$ cat config.mk
export PLATFORM = sky130hd
export DESIGN_NAME = cpu_mc_ctrl_flat
export DESIGN_NICKNAME = d
export VERILOG_FILES = /design/src/rtl/cpu_ctrl_pkg.sv /design/src/rtl/cpu_mc_ctrl_if.sv /design/src/rtl/cpu_ctrl_decode.sv /design/src/rtl/cpu_mc_ctrl.sv /design/src/flat_wrapper.sv
export SDC_FILE = /design/constraint.sdc
export NUM_CORES = 1
export LEC_CHECK = 0
export ABC_AREA = 1
export BUFFER_PORTS_ARGS = -buffer_cell sky130_fd_sc_hd__buf_2
export CAP_MARGIN = 20
export CELL_PAD_IN_SITES_DETAIL_PLACEMENT = 1
export CELL_PAD_IN_SITES_GLOBAL_PLACEMENT = 1
export CORE_MARGIN = 2
export CORE_UTILIZATION = 34
export CTS_BUF_LIST = sky130_fd_sc_hd__clkbuf_16
export DETAILED_ROUTE_END_ITERATION = 6
export GPL_ROUTABILITY_DRIVEN = 0
export PLACE_DENSITY_LB_ADDON = 0.1
export SYNTH_ARGS = -nofsm -noshare
export SYNTH_HDL_FRONTEND = slang
export SYNTH_SLANG_ARGS = --single-unit
export TNS_END_PERCENT = 1
$ cat constraint.sdc
create_clock -name clock -period 1.9 [get_ports clock]
set_input_delay 0.38 -clock clock [delete_from_list [all_inputs] [get_ports clock]]
set_output_delay 0.38 -clock clock [all_outputs]
set_load 0.01 [all_outputs]
$ cat src/rtl/cpu_ctrl_pkg.sv
// rtl/cpu_ctrl_pkg.sv - shared encodings for the multi-cycle cpu controller
package cpu_ctrl_pkg;

    typedef enum logic [2:0] {
        ST_FETCH  = 3'd0,
        ST_DECODE = 3'd1,
        ST_EXEC   = 3'd2,
        ST_MEM    = 3'd3,
        ST_WB     = 3'd4,
        ST_HALT   = 3'd5
    } state_t;

    localparam logic [2:0] OP_NOP   = 3'b000;
    localparam logic [2:0] OP_RTYPE = 3'b001;
    localparam logic [2:0] OP_ADDI  = 3'b011;
    localparam logic [2:0] OP_LD    = 3'b100;
    localparam logic [2:0] OP_ST    = 3'b101;
    localparam logic [2:0] OP_BEQ   = 3'b110;
    localparam logic [2:0] OP_JUMP  = 3'b111;

    localparam logic [3:0] FN_ADD = 4'b0000;
    localparam logic [3:0] FN_AND = 4'b0001;
    localparam logic [3:0] FN_NOT = 4'b0010;

    localparam logic [1:0] PC_SRC_INC    = 2'b00;
    localparam logic [1:0] PC_SRC_BRANCH = 2'b01;
    localparam logic [1:0] PC_SRC_JUMP   = 2'b10;

    localparam logic [1:0] RES_ADD = 2'b00;
    localparam logic [1:0] RES_CMP = 2'b01;
    localparam logic [1:0] RES_AND = 2'b10;
    localparam logic [1:0] RES_NOT = 2'b11;

    typedef enum logic [3:0] {
        CLS_NOP,
        CLS_R_ADD,
        CLS_R_AND,
        CLS_R_NOT,
        CLS_ADDI,
        CLS_LD,
        CLS_ST,
        CLS_BEQ,
        CLS_JUMP
    } instr_class_t;

endpackage

$ cat src/rtl/cpu_mc_ctrl_if.sv
// rtl/cpu_mc_ctrl_if.sv - datapath/memory handshake bundle of the cpu controller
interface cpu_mc_ctrl_if;
    logic [15:0] instruction;
    logic        alu_zero;
    logic        mem_ready;
    logic        halt_req;
    logic        ir_write;
    logic        pc_write;
    logic [1:0]  pc_src;
    logic        regwrite_enable;
    logic        mread_enable;
    logic        mwrite_enable;
    logic        memtoreg_sel;
    logic        imm_sel;
    logic        func_sel;
    logic [1:0]  result_sel;
    logic [2:0]  state;
    logic        busy;
    logic        illegal_op;
    logic [15:0] retired;

    modport master (
        output instruction, alu_zero, mem_ready, halt_req,
        input  ir_write, pc_write, pc_src, regwrite_enable, mread_enable,
               mwrite_enable, memtoreg_sel, imm_sel, func_sel, result_sel,
               state, busy, illegal_op, retired
    );

    modport slave (
        input  instruction, alu_zero, mem_ready, halt_req,
        output ir_write, pc_write, pc_src, regwrite_enable, mread_enable,
               mwrite_enable, memtoreg_sel, imm_sel, func_sel, result_sel,
               state, busy, illegal_op, retired
    );
endinterface

$ cat src/rtl/cpu_ctrl_decode.sv
// rtl/cpu_ctrl_decode.sv - combinational instruction-class and legality decode
module cpu_ctrl_decode
    import cpu_ctrl_pkg::*;
(
    input  logic [2:0]   opcode,
    input  logic [3:0]   funct,
    output instr_class_t iclass,
    output logic         illegal
);

    always_comb begin
        iclass  = CLS_NOP;
        illegal = 1'b0;
        case (opcode)
            OP_NOP:   iclass = CLS_NOP;
            OP_RTYPE: begin
                case (funct)
                    FN_ADD:  iclass = CLS_R_ADD;
                    FN_AND:  iclass = CLS_R_AND;
                    FN_NOT:  iclass = CLS_R_NOT;
                    default: illegal = 1'b1;
                endcase
            end
            OP_ADDI:  iclass = CLS_ADDI;
            OP_LD:    iclass = CLS_LD;
            OP_ST:    iclass = CLS_ST;
            OP_BEQ:   iclass = CLS_BEQ;
            OP_JUMP:  iclass = CLS_JUMP;
            default:  illegal = 1'b1;
        endcase
    end

endmodule

$ cat src/rtl/cpu_mc_ctrl.sv
// rtl/cpu_mc_ctrl.sv - multi-cycle cpu control FSM with halt parking and retire count
module cpu_mc_ctrl
    import cpu_ctrl_pkg::*;
(
    input  logic          clock,
    input  logic          reset,
    cpu_mc_ctrl_if.slave  bus
);

    state_t       state_q, state_d;
    logic [15:0]  ir_q;
    logic [15:0]  retired_q;
    instr_class_t iclass;
    logic         illegal;

    logic         ir_write, pc_write, regwrite_enable, mread_enable, mwrite_enable;
    logic         memtoreg_sel, imm_sel, func_sel, illegal_op;
    logic [1:0]   pc_src, result_sel;
    logic         alu_func, alu_imm;
    logic [1:0]   alu_res;
    logic         unused_ir_bits;

    // Immediate/offset fields feed the datapath directly, not the controller.
    assign unused_ir_bits = ^ir_q[12:4];

    cpu_ctrl_decode u_decode (
        .opcode  (ir_q[15:13]),
        .funct   (ir_q[3:0]),
        .iclass  (iclass),
        .illegal (illegal)
    );

    always_comb begin
        alu_func = 1'b0;
        alu_res  = RES_ADD;
        alu_imm  = 1'b0;
        case (iclass)
            CLS_R_AND:               alu_res = RES_AND;
            CLS_R_NOT:               alu_res = RES_NOT;
            CLS_ADDI, CLS_LD, CLS_ST: alu_imm = 1'b1;
            CLS_BEQ: begin
                alu_func = 1'b1;
                alu_res  = RES_CMP;
                alu_imm  = 1'b1;
            end
            default: ;
        endcase
    end

    always_comb begin
        state_d         = state_q;
        ir_write        = 1'b0;
        pc_write        = 1'b0;
        pc_src          = PC_SRC_INC;
        regwrite_enable = 1'b0;
        mread_enable    = 1'b0;
        mwrite_enable   = 1'b0;
        memtoreg_sel    = 1'b0;
        imm_sel         = 1'b0;
        func_sel        = 1'b0;
        result_sel      = RES_ADD;
        illegal_op      = 1'b0;

        case (state_q)
            ST_FETCH: begin
                ir_write = 1'b1;
                state_d  = ST_DECODE;
            end
            ST_DECODE: begin
                if (illegal) begin
                    illegal_op = 1'b1;
                    pc_write   = 1'b1;
                    state_d    = ST_FETCH;
                end else if (iclass == CLS_NOP) begin
                    pc_write = 1'b1;
                    state_d  = ST_FETCH;
                end else begin
                    state_d = ST_EXEC;
                end
            end
            ST_EXEC: begin
                func_sel   = alu_func;
                result_sel = alu_res;
                imm_sel    = alu_imm;
                case (iclass)
                    CLS_BEQ: begin
                        pc_write = 1'b1;
                        pc_src   = bus.alu_zero ? PC_SRC_BRANCH : PC_SRC_INC;
                        state_d  = ST_FETCH;
                    end
                    CLS_JUMP: begin
                        pc_write = 1'b1;
                        pc_src   = PC_SRC_JUMP;
                        state_d  = ST_FETCH;
                    end
                    CLS_LD, CLS_ST: state_d = ST_MEM;
                    default:        state_d = ST_WB;
                endcase
            end
            ST_MEM: begin
                func_sel      = alu_func;
                result_sel    = alu_res;
                imm_sel       = alu_imm;
                mread_enable  = (iclass == CLS_LD);
                mwrite_enable = (iclass == CLS_ST);
                if (bus.mem_ready) begin
                    if (iclass == CLS_ST) begin
                        pc_write = 1'b1;
                        state_d  = ST_FETCH;
                    end else begin
                        state_d = ST_WB;
                    end
                end
            end
            ST_WB: begin
                func_sel        = alu_func;
                result_sel      = alu_res;
                imm_sel         = alu_imm;
                regwrite_enable = 1'b1;
                pc_write        = 1'b1;
                memtoreg_sel    = (iclass == CLS_LD);
                state_d         = ST_FETCH;
            end
            ST_HALT: state_d = bus.halt_req ? ST_HALT : ST_FETCH;
            default: state_d = ST_FETCH;
        endcase

        // Park only at an instruction boundary; unused codes always recover to FETCH.
        if (state_q inside {ST_DECODE, ST_EXEC, ST_MEM, ST_WB} &&
            state_d == ST_FETCH && bus.halt_req)
            state_d = ST_HALT;
    end

    always_ff @(posedge clock) begin
        if (reset) begin
            state_q   <= ST_FETCH;
            ir_q      <= '0;
            retired_q <= '0;
        end else begin
            state_q <= state_d;
            if (ir_write)
                ir_q <= bus.instruction;
            if (pc_write)
                retired_q <= retired_q + 16'd1;
        end
    end

    assign bus.ir_write        = ir_write;
    assign bus.pc_write        = pc_write;
    assign bus.pc_src          = pc_src;
    assign bus.regwrite_enable = regwrite_enable;
    assign bus.mread_enable    = mread_enable;
    assign bus.mwrite_enable   = mwrite_enable;
    assign bus.memtoreg_sel    = memtoreg_sel;
    assign bus.imm_sel         = imm_sel;
    assign bus.func_sel        = func_sel;
    assign bus.result_sel      = result_sel;
    assign bus.illegal_op      = illegal_op;
    assign bus.state           = state_q;
    assign bus.busy            = (state_q != ST_HALT);
    assign bus.retired         = retired_q;

endmodule

$ cat src/flat_wrapper.sv
// flat-port wrapper written by rule: the top's interface ports become plain ports
module cpu_mc_ctrl_flat import cpu_ctrl_pkg::*;
  (clock, reset, bus_instruction, bus_alu_zero, bus_mem_ready, bus_halt_req, bus_ir_write, bus_pc_write, bus_pc_src, bus_regwrite_enable, bus_mread_enable, bus_mwrite_enable, bus_memtoreg_sel, bus_imm_sel, bus_func_sel, bus_result_sel, bus_state, bus_busy, bus_illegal_op, bus_retired);
  cpu_mc_ctrl_if bus_i ();
  input  logic clock;
  input  logic reset;
  input wire logic [$bits(bus_i.instruction)-1:0] bus_instruction;
  input wire logic [$bits(bus_i.alu_zero)-1:0] bus_alu_zero;
  input wire logic [$bits(bus_i.mem_ready)-1:0] bus_mem_ready;
  input wire logic [$bits(bus_i.halt_req)-1:0] bus_halt_req;
  output wire logic [$bits(bus_i.ir_write)-1:0] bus_ir_write;
  output wire logic [$bits(bus_i.pc_write)-1:0] bus_pc_write;
  output wire logic [$bits(bus_i.pc_src)-1:0] bus_pc_src;
  output wire logic [$bits(bus_i.regwrite_enable)-1:0] bus_regwrite_enable;
  output wire logic [$bits(bus_i.mread_enable)-1:0] bus_mread_enable;
  output wire logic [$bits(bus_i.mwrite_enable)-1:0] bus_mwrite_enable;
  output wire logic [$bits(bus_i.memtoreg_sel)-1:0] bus_memtoreg_sel;
  output wire logic [$bits(bus_i.imm_sel)-1:0] bus_imm_sel;
  output wire logic [$bits(bus_i.func_sel)-1:0] bus_func_sel;
  output wire logic [$bits(bus_i.result_sel)-1:0] bus_result_sel;
  output wire logic [$bits(bus_i.state)-1:0] bus_state;
  output wire logic [$bits(bus_i.busy)-1:0] bus_busy;
  output wire logic [$bits(bus_i.illegal_op)-1:0] bus_illegal_op;
  output wire logic [$bits(bus_i.retired)-1:0] bus_retired;
  assign bus_i.instruction = bus_instruction;
  assign bus_i.alu_zero = bus_alu_zero;
  assign bus_i.mem_ready = bus_mem_ready;
  assign bus_i.halt_req = bus_halt_req;
  assign bus_ir_write = bus_i.ir_write;
  assign bus_pc_write = bus_i.pc_write;
  assign bus_pc_src = bus_i.pc_src;
  assign bus_regwrite_enable = bus_i.regwrite_enable;
  assign bus_mread_enable = bus_i.mread_enable;
  assign bus_mwrite_enable = bus_i.mwrite_enable;
  assign bus_memtoreg_sel = bus_i.memtoreg_sel;
  assign bus_imm_sel = bus_i.imm_sel;
  assign bus_func_sel = bus_i.func_sel;
  assign bus_result_sel = bus_i.result_sel;
  assign bus_state = bus_i.state;
  assign bus_busy = bus_i.busy;
  assign bus_illegal_op = bus_i.illegal_op;
  assign bus_retired = bus_i.retired;
  cpu_mc_ctrl u_core (.clock(clock), .reset(reset), .bus(bus_i));
endmodule
==> results of run 1 <==
[Yosys cell counts (all sizes together)]
master  count  area, um^2
nand2      49         199
nor2       38         155
nand3      28         140
inv        27         101
dfxtp      26         521
a21oi      21         116
xor2        9        78.8
a211oi      8        60.1
nor3        7        51.3
buf         4        27.5
nand4       4        40.0
xnor2       4        35.0
clkbuf      3        11.3
o21ai       3        15.0
a311oi      1        8.76
ha          1        12.5
or2         1        6.26
[per-stage QoR]
stage               setup slack [ps]  cell area (um^2)
floorplan                        165              1580
global placement                 161              1920
detailed placement               149              1920
CTS                            -54.4              2020
global route                    -137              2060
finish                         -54.0              2060
[worst max-delay path: stages, from the launching register on]
cell	delay, ps
dfxtp_1	320
inv_1	80
nand2_1	50
nor2_1	80
nand2_1	50
nand2_1	80
nand2_2	60
or2_4	270
a211oi_2	170
buf_2	150
[repair_timing]
action,4_1_cts,5_1_grt
pin swaps,1,7
endpoints found under the hold margin,0,0
setup endpoints to repair,5,7
resized for setup,6,10
setup buffers,2,2
[cell families (layout without fill, tap and decap cells)]
| group | after synthesis | in the layout | share of synthesized area (%) |
|---|---|---|---|
| buffers and inverters | 34 | 91 | 8.87 |
| DFF | 26 | 26 | 33.0 |
| AOI/OAI and AO/OA | 33 | 33 | 12.7 |
| adders and majority gates | 1 | 1 | 0.792 |
| xor gates and xnor gates | 13 | 13 | 7.21 |
| and+or+nand+nor | 127 | 127 | 37.5 |
[registers in the layout (all words and copies together), names as in the netlist]
| signal | cells |
|---|---|
| u_core.ir_q | 7 |
| u_core.bus.retired | 16 |
| u_core.bus.state | 3 |
[report_power, final]
part	switching (W)	internal, W	leakage, nW	total (W)
Combinational	0.000953	0.000547	0.658	0.00150
Clock	0.000204	0.000283	0.0385	0.000487
Sequential	0.000113	0.000668	0.213	0.000782
Total	0.00127	0.00150	0.910	0.00277
[routing by layer]
| layer | global-route usage, % | vias up | part of all wire [%] |
|---|---|---|---|
| li1 | - | 877 | - |
| met1 | 27.7 | 775 | 53 |
| met2 | 28.6 | 30 | 43 |
| met3 | 3.19 | 4 | 3.4 |
| met4 | 3.77 | 0 | 0.88 |
| met5 | 0 | - | 0 |
[path summary, 6_finish.rpt]
kind	end	slack, ps	depth (start not counted)
max reg2reg	u_core.bus.retired[10]	290	7
min reg2reg	u_core.ir_q[2]	490	2
max	bus_imm_sel	-50	9
min	u_core.ir_q[0]	390	3
[layout make-up]
class                   count  area share (%)
clock inverters             1           0.182
repair buffers             60            16.5
multi-input cells         174            46.1
inverters                  27            4.92
flip-flops and latches     26            25.5
clock buffers               3            3.64
well taps                  52            3.16
==> qor.yml, run 1 <==
startpoint: "u_core.ir_q[3]"
wl_per_cell_um: 13.3
hpwlAfterDp_mm: 3.41
synth.distinct_cells: 29
finClkSkew_ps: 8.50
syn-num-nets: 256
cts_root_buffer: "clkbuf_16"
relSlewSlack_pct: 66.8
clock-sinks: 26
p_per_area_nw_per_um2: 1340
fin_ws_ps: -54.0
cp-end-kind: "output pin"
multiInputGateArea_um2: 951
setup_viol: 4
grt-ovfl-total: 0
netlist_instances: 234
hold_violations: 0
cp_max_fo: 4
cts_tree: "done"
status: "complete, but fails checks"
numCtsBuffers: 3
cts_buffer_depth: 2
num_vias: 1686
syn_area_um2: 1580
period_needed_ps: 1950
clkTransAtPathRegs_ps: 60
fin_crit_sh_pct: 103
drc_errors: 0
violations: "negative setup slack"
hold_ws_ps: 395
die_w_um: 72.2
tightest_slew_ps: 499
avgViaCountPerCell: 4.92
critPathArrivalTime_ps: 1570
seq_area_um2: 526
slew_viol_final: 0
max_freq_mhz: 512
grt_max_degree: 27
reg2reg_from: "u_core.bus.retired[1]"
grt_antenna_before_repair: 0
p_total_w: 0.00277
dieHeight_um: 72.2
final_common_cell: "buf_2"
cts_hold_buffers: 0
fin_nets: 314
nFillCells: 592
drt_pass1_iterations: 4
postSynthAreaPerCell_um2: 6.75
final_cells: 343
hold_class: "input port to flop"
port_buffers: 44
ys_seq_elements: 26
seq_area_frac_synth_pct: 33.0
cp.required_ps: 1520
antenna_left: 0
grt_pass1_wl_mm: 7.77
core-area_um2: 4410
grt_pass1_vias: 1658
drive_above_1_share_pct: 32.6
die-area_um2: 5210
hold_start: "bus_instruction[0]"
start_util_pct: 35.8
drt_iter0_drc: 65
areaGrowthSynthToFinish_pct: 30.6
antenna_cells: 0
drt_wl_total_mm: 4.55
startpoint_type: "flop"
grtUsageTotal_pct: 18.8
htree_levels: 1
path_class: "flop to output pin"
final_cell_mix: "44 x buf_2, 43 x nand2_1, 31 x nor2_1"
ys_warn_count: 0
max-cap-violations: 0
timing.setup.tns_ps: -106
peakVddDrop_uv: 738
rsz0062_at_grt: "true"
leakage_nw: 0.910
fin_util_pct: 46.7
io_pins: 54
clock_latency_ps: 270
rows: 24
dp.cells: 335
(Power assumes the default switching activity.)
==> run 2: changes to the inputs <==
--- a/config.mk
+++ b/config.mk
@@ -13,3 +13,3 @@
 export CORE_MARGIN = 2
-export CORE_UTILIZATION = 34
+export CORE_UTILIZATION = 31
 export CTS_BUF_LIST = sky130_fd_sc_hd__clkbuf_16
@@ -20,2 +20,3 @@
 export SYNTH_HDL_FRONTEND = slang
+export SYNTH_HIERARCHICAL = 1
 export SYNTH_SLANG_ARGS = --single-unit
==> constraint.sdc (replaced) <==
create_clock -name clock -period 1.7 [get_ports clock]
set_input_delay 0.34 -clock clock [delete_from_list [all_inputs] [get_ports clock]]
set_output_delay 0.34 -clock clock [all_outputs]
set_load 0.05 [all_outputs]
==> run 2 against run 1 <==
Compared with the run above:
- the flow still finishes with violations (negative setup slack)
- clock skew grew 3.7 ps
- wire length increased by 15%
- sequential share of layout area fell by 4.9 points
- clock power grew 44%
- combinational power up 130%
- sequential cell count stayed put
- area after synthesis grew 8.2%
- power rose by 85%
- largest cell class unchanged
- sequential power up 28%
- synthesized cell count increased by 16%
- non-clock buffer count up 12
- highest routed layer unchanged
- first-iteration DRC count is 45% lower
==> qor.yml, run 2 <==
status: "complete, but fails checks"  # unchanged
violations: "negative setup slack"  # unchanged
cts_root_buffer: "clkbuf_16"  # unchanged
p_per_area_nw_per_um2: 1940  # was 1340 nW/um^2
grt_antenna_before_repair: 0  # unchanged
fin_crit_sh_pct: 122
hold_start: "bus_instruction[3]"  # was bus_instruction[0]
drc_errors: 0  # unchanged
synth.distinct_cells: 28  # was 29
peakVddDrop_uv: 823  # was 738 uV
synth_xor_area_share_pct: 4.10  # was 7.21%
reg2regPathDepth: 17  # was 7
startpoint_type: "flop"  # unchanged
hold_violations: 0  # unchanged
cp_max_fo: 4  # unchanged
slew_viol_final: 0  # unchanged
fin_nets: 367  # was 314
startpoint: "u_core/ir_q[14]"  # was u_core.ir_q[3]
synthAdderAreaFrac_pct: 0.733  # was 0.792%
max_freq_mhz: 483
rrSetupSlack_ps: -140  # was 290 ps
clkTransAtPathRegs_ps: 60  # about the same
io_pins: 54  # unchanged
numCtsBuffers: 3  # unchanged
cp.required_ps: 1360  # was 1520 ps
path_class: "flop to output pin"  # unchanged
seq_area_frac_synth_pct: 30.5  # was 33.0%
num_vias: 1932  # was 1686
areaGrowthSynthToFinish_pct: 54.6  # was 30.6%
largest_register_ffs: 16  # unchanged
hold_ws_ps: 325  # was 395 ps
drt_iter0_drc: 36  # was 65
rsz0062_at_grt: "true"  # unchanged
grtUsageTotal_pct: 17.6  # was 18.8%
synth_most_common_cell: "nand2_1"  # unchanged
clock-sinks: 26  # unchanged
grt_max_degree: 18  # was 27
r2r_end: "u_core/bus.retired[5]"  # was u_core.bus.retired[10]
synthTopCellsByArea: "dfxtp_1 30%, nand2_1 16%, nor2_1 12%"  # was dfxtp_1 33%, nand2_1 11%, nand3_1 8.9%
dp.cells: 410  # was 335
grt-ovfl-total: 0  # unchanged
nFillCells: 739  # was 592
die-area_um2: 6120  # was 5210 um^2
seq_area_um2: 543  # was 526 um^2
synthFlopType: "dfxtp_1"  # unchanged
synth-simple-area-share_pct: 45.5  # was 37.5%
synth-edff-count: 0  # unchanged
antenna_left: 0  # unchanged
ys_top_cells_by_count: "74 x nand2_1, 55 x nor2_1, 26 x dfxtp_1"  # was 45 x nand2_1, 35 x nor2_1, 28 x nand3_1
synth_top_cell_area_share_pct: 30.5  # was 33.0%
start_util_pct: 31.6  # was 35.8%
ys_async_sr_fraction_pct: 0  # unchanged
ys_seq_elements: 26  # unchanged
cp-end-kind: "output pin"  # unchanged
synth_mux_area_share_pct: 0  # unchanged
multiInputGateArea_um2: 1230  # was 951 um^2
period_needed_ps: 2070
critPathArrivalTime_ps: 1730  # was 1570 ps
timing.setup.tns_ps: -4860  # was -106 ps
final_cells: 416  # was 343
dieHeight_um: 78.2  # was 72.2 um
relSlewSlack_pct: 79.6  # was 66.8%
netlist_instances: 272  # was 234
die_w_um: 78.2  # was 72.2 um
drive_above_1_share_pct: 45.6  # was 32.6%
final_common_cell: "nand2_1"  # was buf_2
synth_compound_area_share_pct: 10.5  # was 12.7%
fin_ws_ps: -372  # was -54.0 ps
synth_top_family_by_area: "simple AND/OR/NAND/NOR gates"  # unchanged
design_area_um2: 2640  # was 2060 um^2
reg2reg_from: "u_core/ir_q[14]"  # was u_core.bus.retired[1]
postSynthAreaPerCell_um2: 6.28  # was 6.75 um^2
rows: 27  # was 24
htree_levels: 1  # unchanged
wl_per_cell_um: 12.6  # was 13.3 um
port_buffers: 44  # unchanged
core-area_um2: 5410  # was 4410 um^2
grt_pass1_wl_mm: 8.62  # was 7.77 mm
hold_class: "input port to flop"  # unchanged
yosysTopAreaCell: "dfxtp_1"  # unchanged
leakage_nw: 1.11  # was 0.910 nW
fin_util_pct: 48.8  # was 46.7%
syn-num-nets: 294  # was 256
setup_viol: 29  # was 4
dpl_cell_area_um2: 2290  # was 1920 um^2
avgViaCountPerCell: 4.64  # was 4.92
syn_area_um2: 1710  # was 1580 um^2
drt_wl_total_mm: 5.25  # was 4.55 mm
max-cap-violations: 0  # unchanged
endpoint: "bus_pc_write"  # was bus_imm_sel
grt_pass1_vias: 1823  # was 1658
final_cell_mix: "62 x nand2_1, 42 x nor2_1, 33 x buf_2"  # was 44 x buf_2, 43 x nand2_1, 31 x nor2_1
antenna_cells: 0  # unchanged
tightest_slew_ps: 305  # was 499 ps
drt_pass1_iterations: 4  # unchanged
finClkSkew_ps: 12.2  # was 8.50 ps
hpwlAfterDp_mm: 3.93  # was 3.41 mm
cts_buffer_depth: 2  # unchanged
cts_tree: "done"  # unchanged
ys_warn_count: 6  # was 0
clock_latency_ps: 270  # about the same
cts_hold_buffers: 0  # unchanged
==> run 2: cell types whose count changed after synthesis, moves of 9 or more <==
cell     change
a21oi_1      -9
nand3_1     -14
nand2_1     +29
nor2_1      +20
==> run 2: layer usage <==
metal	wire [um]	vias to the layer above	GRT usage, %	part of all wire, %
met3	154	4	2.53	2.9
met2	2520	29	28.8	48
met4	42	0	4.74	0.80
met1	2540	898	24.1	48
met5	0	-	0	0
li1	-	1001	-	-
==> run 2: how the worst min path moves through the flow <==
stage	end	depth (start not counted)
floorplan	u_core/ir_q[3]	2
global placement	u_core/ir_q[2]	2
detailed placement	u_core/ir_q[3]	2
CTS	u_core/ir_q[3]	3
global route	u_core/ir_q[14]	3
finish	u_core/ir_q[3]	3
==> run 2: cell type report <==
cell class,count,share of cell area [%]
clock inverters,1,1.14
flip-flops and latches,26,20.6
repair buffers,72,20.9
inverters,29,4.55
well taps,72,3.41
clock buffers,3,2.84
multi-input cells,213,46.6
==> run 2: where the power goes <==
group | leakage (nW) | switching, W | internal [W]
Combinational | 0.847 | 0.00205 | 0.00137
Sequential | 0.216 | 0.000209 | 0.000795
Clock | 0.0511 | 0.000231 | 0.000469
Total | 1.11 | 0.00249 | 0.00264
==> run 2: cells by family after synthesis <==
group	Yosys count
simple gates	174
buf+inv	33
compound gates	30
flops	26
xor+xnor	8
fa+ha+maj	1
==> run 2: what timing repair did <==
action,4_1_cts,5_1_grt
setup buffers,0,2
setup endpoints to repair,29,30
pin swaps,5,9
resized for setup,36,39
==> run 2: critical path: stages, from the launching register on <==
cell and delay [ps]:
dfxtp_4 370, inv_4 80, nand2_4 50, nand2_4 70
nand2_4 50, a21oi_4 180, nand2_2 80, inv_2 60
nand2_2 60, nand2_2 70, nand2_2 60, nand2_4 90
inv_4 30, nand2_4 70, buf_8 140
==> run 2: per-stage QoR <==
| stage | setup WS (ps) | total power, W |
|---|---|---|
| 6_report | -372 | 0.00513 |
| 3_3_place_gp | -214 | 0.00380 |
| 5_1_grt | -480 | 0.00550 |
| 4_1_cts | -388 | 0.00478 |
| 2_1_floorplan | -258 | 0.00284 |
| 3_5_place_dp | -241 | 0.00386 |
==> run 3: changes to the inputs <==
CORE_ASPECT_RATIO = 0.7   (was default)
==> run 3 against run 2 <==
Compared with the run above:
- the flow still finishes with violations (negative setup slack)
- cell count up 0.72%
- utilization is 0.074 points lower
- worst hold slack improved by 5.6 ps
- setup slack got worse by 10 ps
- sequential power hardly changed
- clock power shrank 7.6%
- non-clock buffer count increased by 3
- count of clock-buffer cells in the layout up 1
- die area increased by 0.15%
- wire length increased by 12%
- maximum frequency shrank 0.49%
- sequential cell count is the same
==> qor.yml, run 3 (synthesis results as in run 2) <==
cts_root_buffer: "clkbuf_16"  # unchanged
start_util_pct: 32.3  # was 31.6%
fin_crit_sh_pct: 122  # about the same
crit_path_cell_trace: "nor2_4 -> nand3_2 -> a21oi_4 -> nand2_2 -> buf_4 -> buf_4 -> nor3_4 -> buf_6"  # was inv_4 -> nand2_4 -> nand2_4 -> nand2_4 -> a21oi_4 -> nand2_2 -> inv_2 -> nand2_2 -> nand2_2 -> nand2_2 -> nand2_4 -> inv_4 -> nand2_4 -> buf_8
antenna_left: 0  # unchanged
setup_viol: 29  # unchanged
seq_area_um2: 547  # was 543 um^2
crit_path_frequent_cell: "buf_4"  # was nand2_4
max-cap-violations: 0  # unchanged
path_class: "flop to output pin"  # unchanged
max_freq_mhz: 480  # was 483 MHz
hold_violations: 0  # unchanged
final_common_cell: "nand2_1"  # unchanged
nFillCells: 713  # was 739
status: "complete, but fails checks"  # unchanged
port_buffers: 44  # unchanged
drive_above_1_share_pct: 44.7  # was 45.6%
multiInputGateArea_um2: 1180  # was 1230 um^2
hold_class: "input port to flop"  # unchanged
pre_cts_ws_ps: -330  # was -241 ps
cp_max_fo: 4  # unchanged
cts_tree: "done"  # unchanged
p_per_area_nw_per_um2: 1870  # was 1940 nW/um^2
grt_antenna_before_repair: 0  # unchanged
wl_per_cell_um: 14.0  # was 12.6 um
largest_register_ffs: 16  # unchanged
slowest_stage: "dfxtp_2"  # was dfxtp_4
core-area_um2: 5290  # was 5410 um^2
hold_ws_ps: 331  # was 325 ps
grtUsageTotal_pct: 20.4  # was 17.6%
peakVddDrop_uv: 818  # was 823 uV
relSlewSlack_pct: 77.1  # was 79.6%
path_buf_inv: 3  # was 4
grt_pass1_wl_mm: 9.93  # was 8.62 mm
p_total_w: 0.00482  # was 0.00513 W
drc_errors: 0  # unchanged
rows: 22  # was 27
fin_util_pct: 48.8  # about the same
drt_pass1_iterations: 4  # unchanged
clock_latency_ps: 260  # was 270 ps
fin_ws_ps: -382  # was -372 ps
cts_hold_buffers: 0  # unchanged
die-area_um2: 6130  # was 6120 um^2
leakage_nw: 1.10  # was 1.11 nW
crit_family: "simple AND/OR/NAND/NOR gates"  # unchanged
worst_path_largest_cell_delay_ps: 340  # was 370 ps
grt-ovfl-total: 0  # unchanged
cp-end-kind: "output pin"  # unchanged
fin_nets: 370  # was 367
io_pins: 54  # unchanged
cp.required_ps: 1360  # about the same
areaGrowthSynthToFinish_pct: 50.9  # was 54.6%
finClkSkew_ps: 3.56  # was 12.2 ps
clkTransAtPathRegs_ps: 70  # was 60 ps
hpwlAfterDp_mm: 4.41  # was 3.93 mm
numCtsBuffers: 3  # unchanged
cts_buffer_depth: 2  # unchanged
num_vias: 1969  # was 1932
dieHeight_um: 66.1  # was 78.2 um
critPathArrivalTime_ps: 1740  # was 1730 ps
drt_wl_total_mm: 5.86  # was 5.25 mm
period_needed_ps: 2080  # was 2070 ps
die_w_um: 92.7  # was 78.2 um
clock-sinks: 26  # unchanged
final_cell_mix: "65 x nand2_1, 43 x nor2_1, 33 x buf_2"  # was 62 x nand2_1, 42 x nor2_1, 33 x buf_2
drt_iter0_drc: 56  # was 36
tightest_slew_ps: 344  # was 305 ps
antenna_cells: 0  # unchanged
avgViaCountPerCell: 4.70  # was 4.64
grt_pass1_vias: 2032  # was 1823
violations: "negative setup slack"  # unchanged
grt_max_degree: 17  # was 18
slew_viol_final: 0  # unchanged
rsz0062_at_grt: "true"  # unchanged
htree_levels: 1  # unchanged
startpoint_type: "flop"  # unchanged
-- run 3: cell count changes in the layout (fill, tap and decap cells not counted), sizes merged --
cell	before	now
bufinv	1	0
buf	72	75
clkbuf	3	4
-- run 3: tightest hold or removal path: stages --
cell and delay [ps]:
buf_2 70, o21ai_0 70, nor2_1 80
-- run 3: worst paths after layout --
kind | start | to | slack (ps) | cells after the start
worst min register to register | u_core/bus.retired[15] | u_core/bus.retired[15] | 510 | 2
worst min-delay path | bus_instruction[13] | u_core/ir_q[13] | 330 | 3
worst max register to register | u_core/ir_q[2] | u_core/bus.retired[10] | -170 | 13
worst max-delay path | u_core/ir_q[2] | bus_result_sel[0] | -380 | 8
-- run 3: timing repair --
action / CTS / global route
gates resized for setup: 47 / 11
pin swaps: 5 / 3
setup buffers: 2 / 2
endpoints found under the setup margin: 30 / 30
-- run 3: power by group --
part | leakage, nW | switching [W] | total [W] | internal, W
Sequential | 0.217 | 0.000225 | 0.00103 | 0.000803
Combinational | 0.829 | 0.00197 | 0.00315 | 0.00117
Clock | 0.0493 | 0.000237 | 0.000647 | 0.000410
Total | 1.10 | 0.00244 | 0.00482 | 0.00238
-- run 3: routing by layer --
metal  track usage, %  routed length [um]  vias up
met2             33.2                2570       32
met3             3.08                 184        2
met4             3.31                  30        0
met5                0                   0        -
met1             29.3                3070      927
li1                 -                   -     1008
-- run 3: final cells by class --
cell class	count	area share (%)
Multi-Input combinational cell	213	46.0
Sequential cell	26	21.2
Timing Repair Buffer	75	20.9
Inverter	29	4.56
Clock buffer	4	3.88
Tap cell	72	3.50
-- run 3: stage by stage --
step	setup TNS, ps	area, um^2	std cells
3_3_place_gp	-3820	2290	411
6_report	-5650	2580	419
4_1_cts	-5090	2540	417
5_1_grt	-9690	2580	419
2_1_floorplan	-1510	1800	272
3_5_place_dp	-5980	2290	411
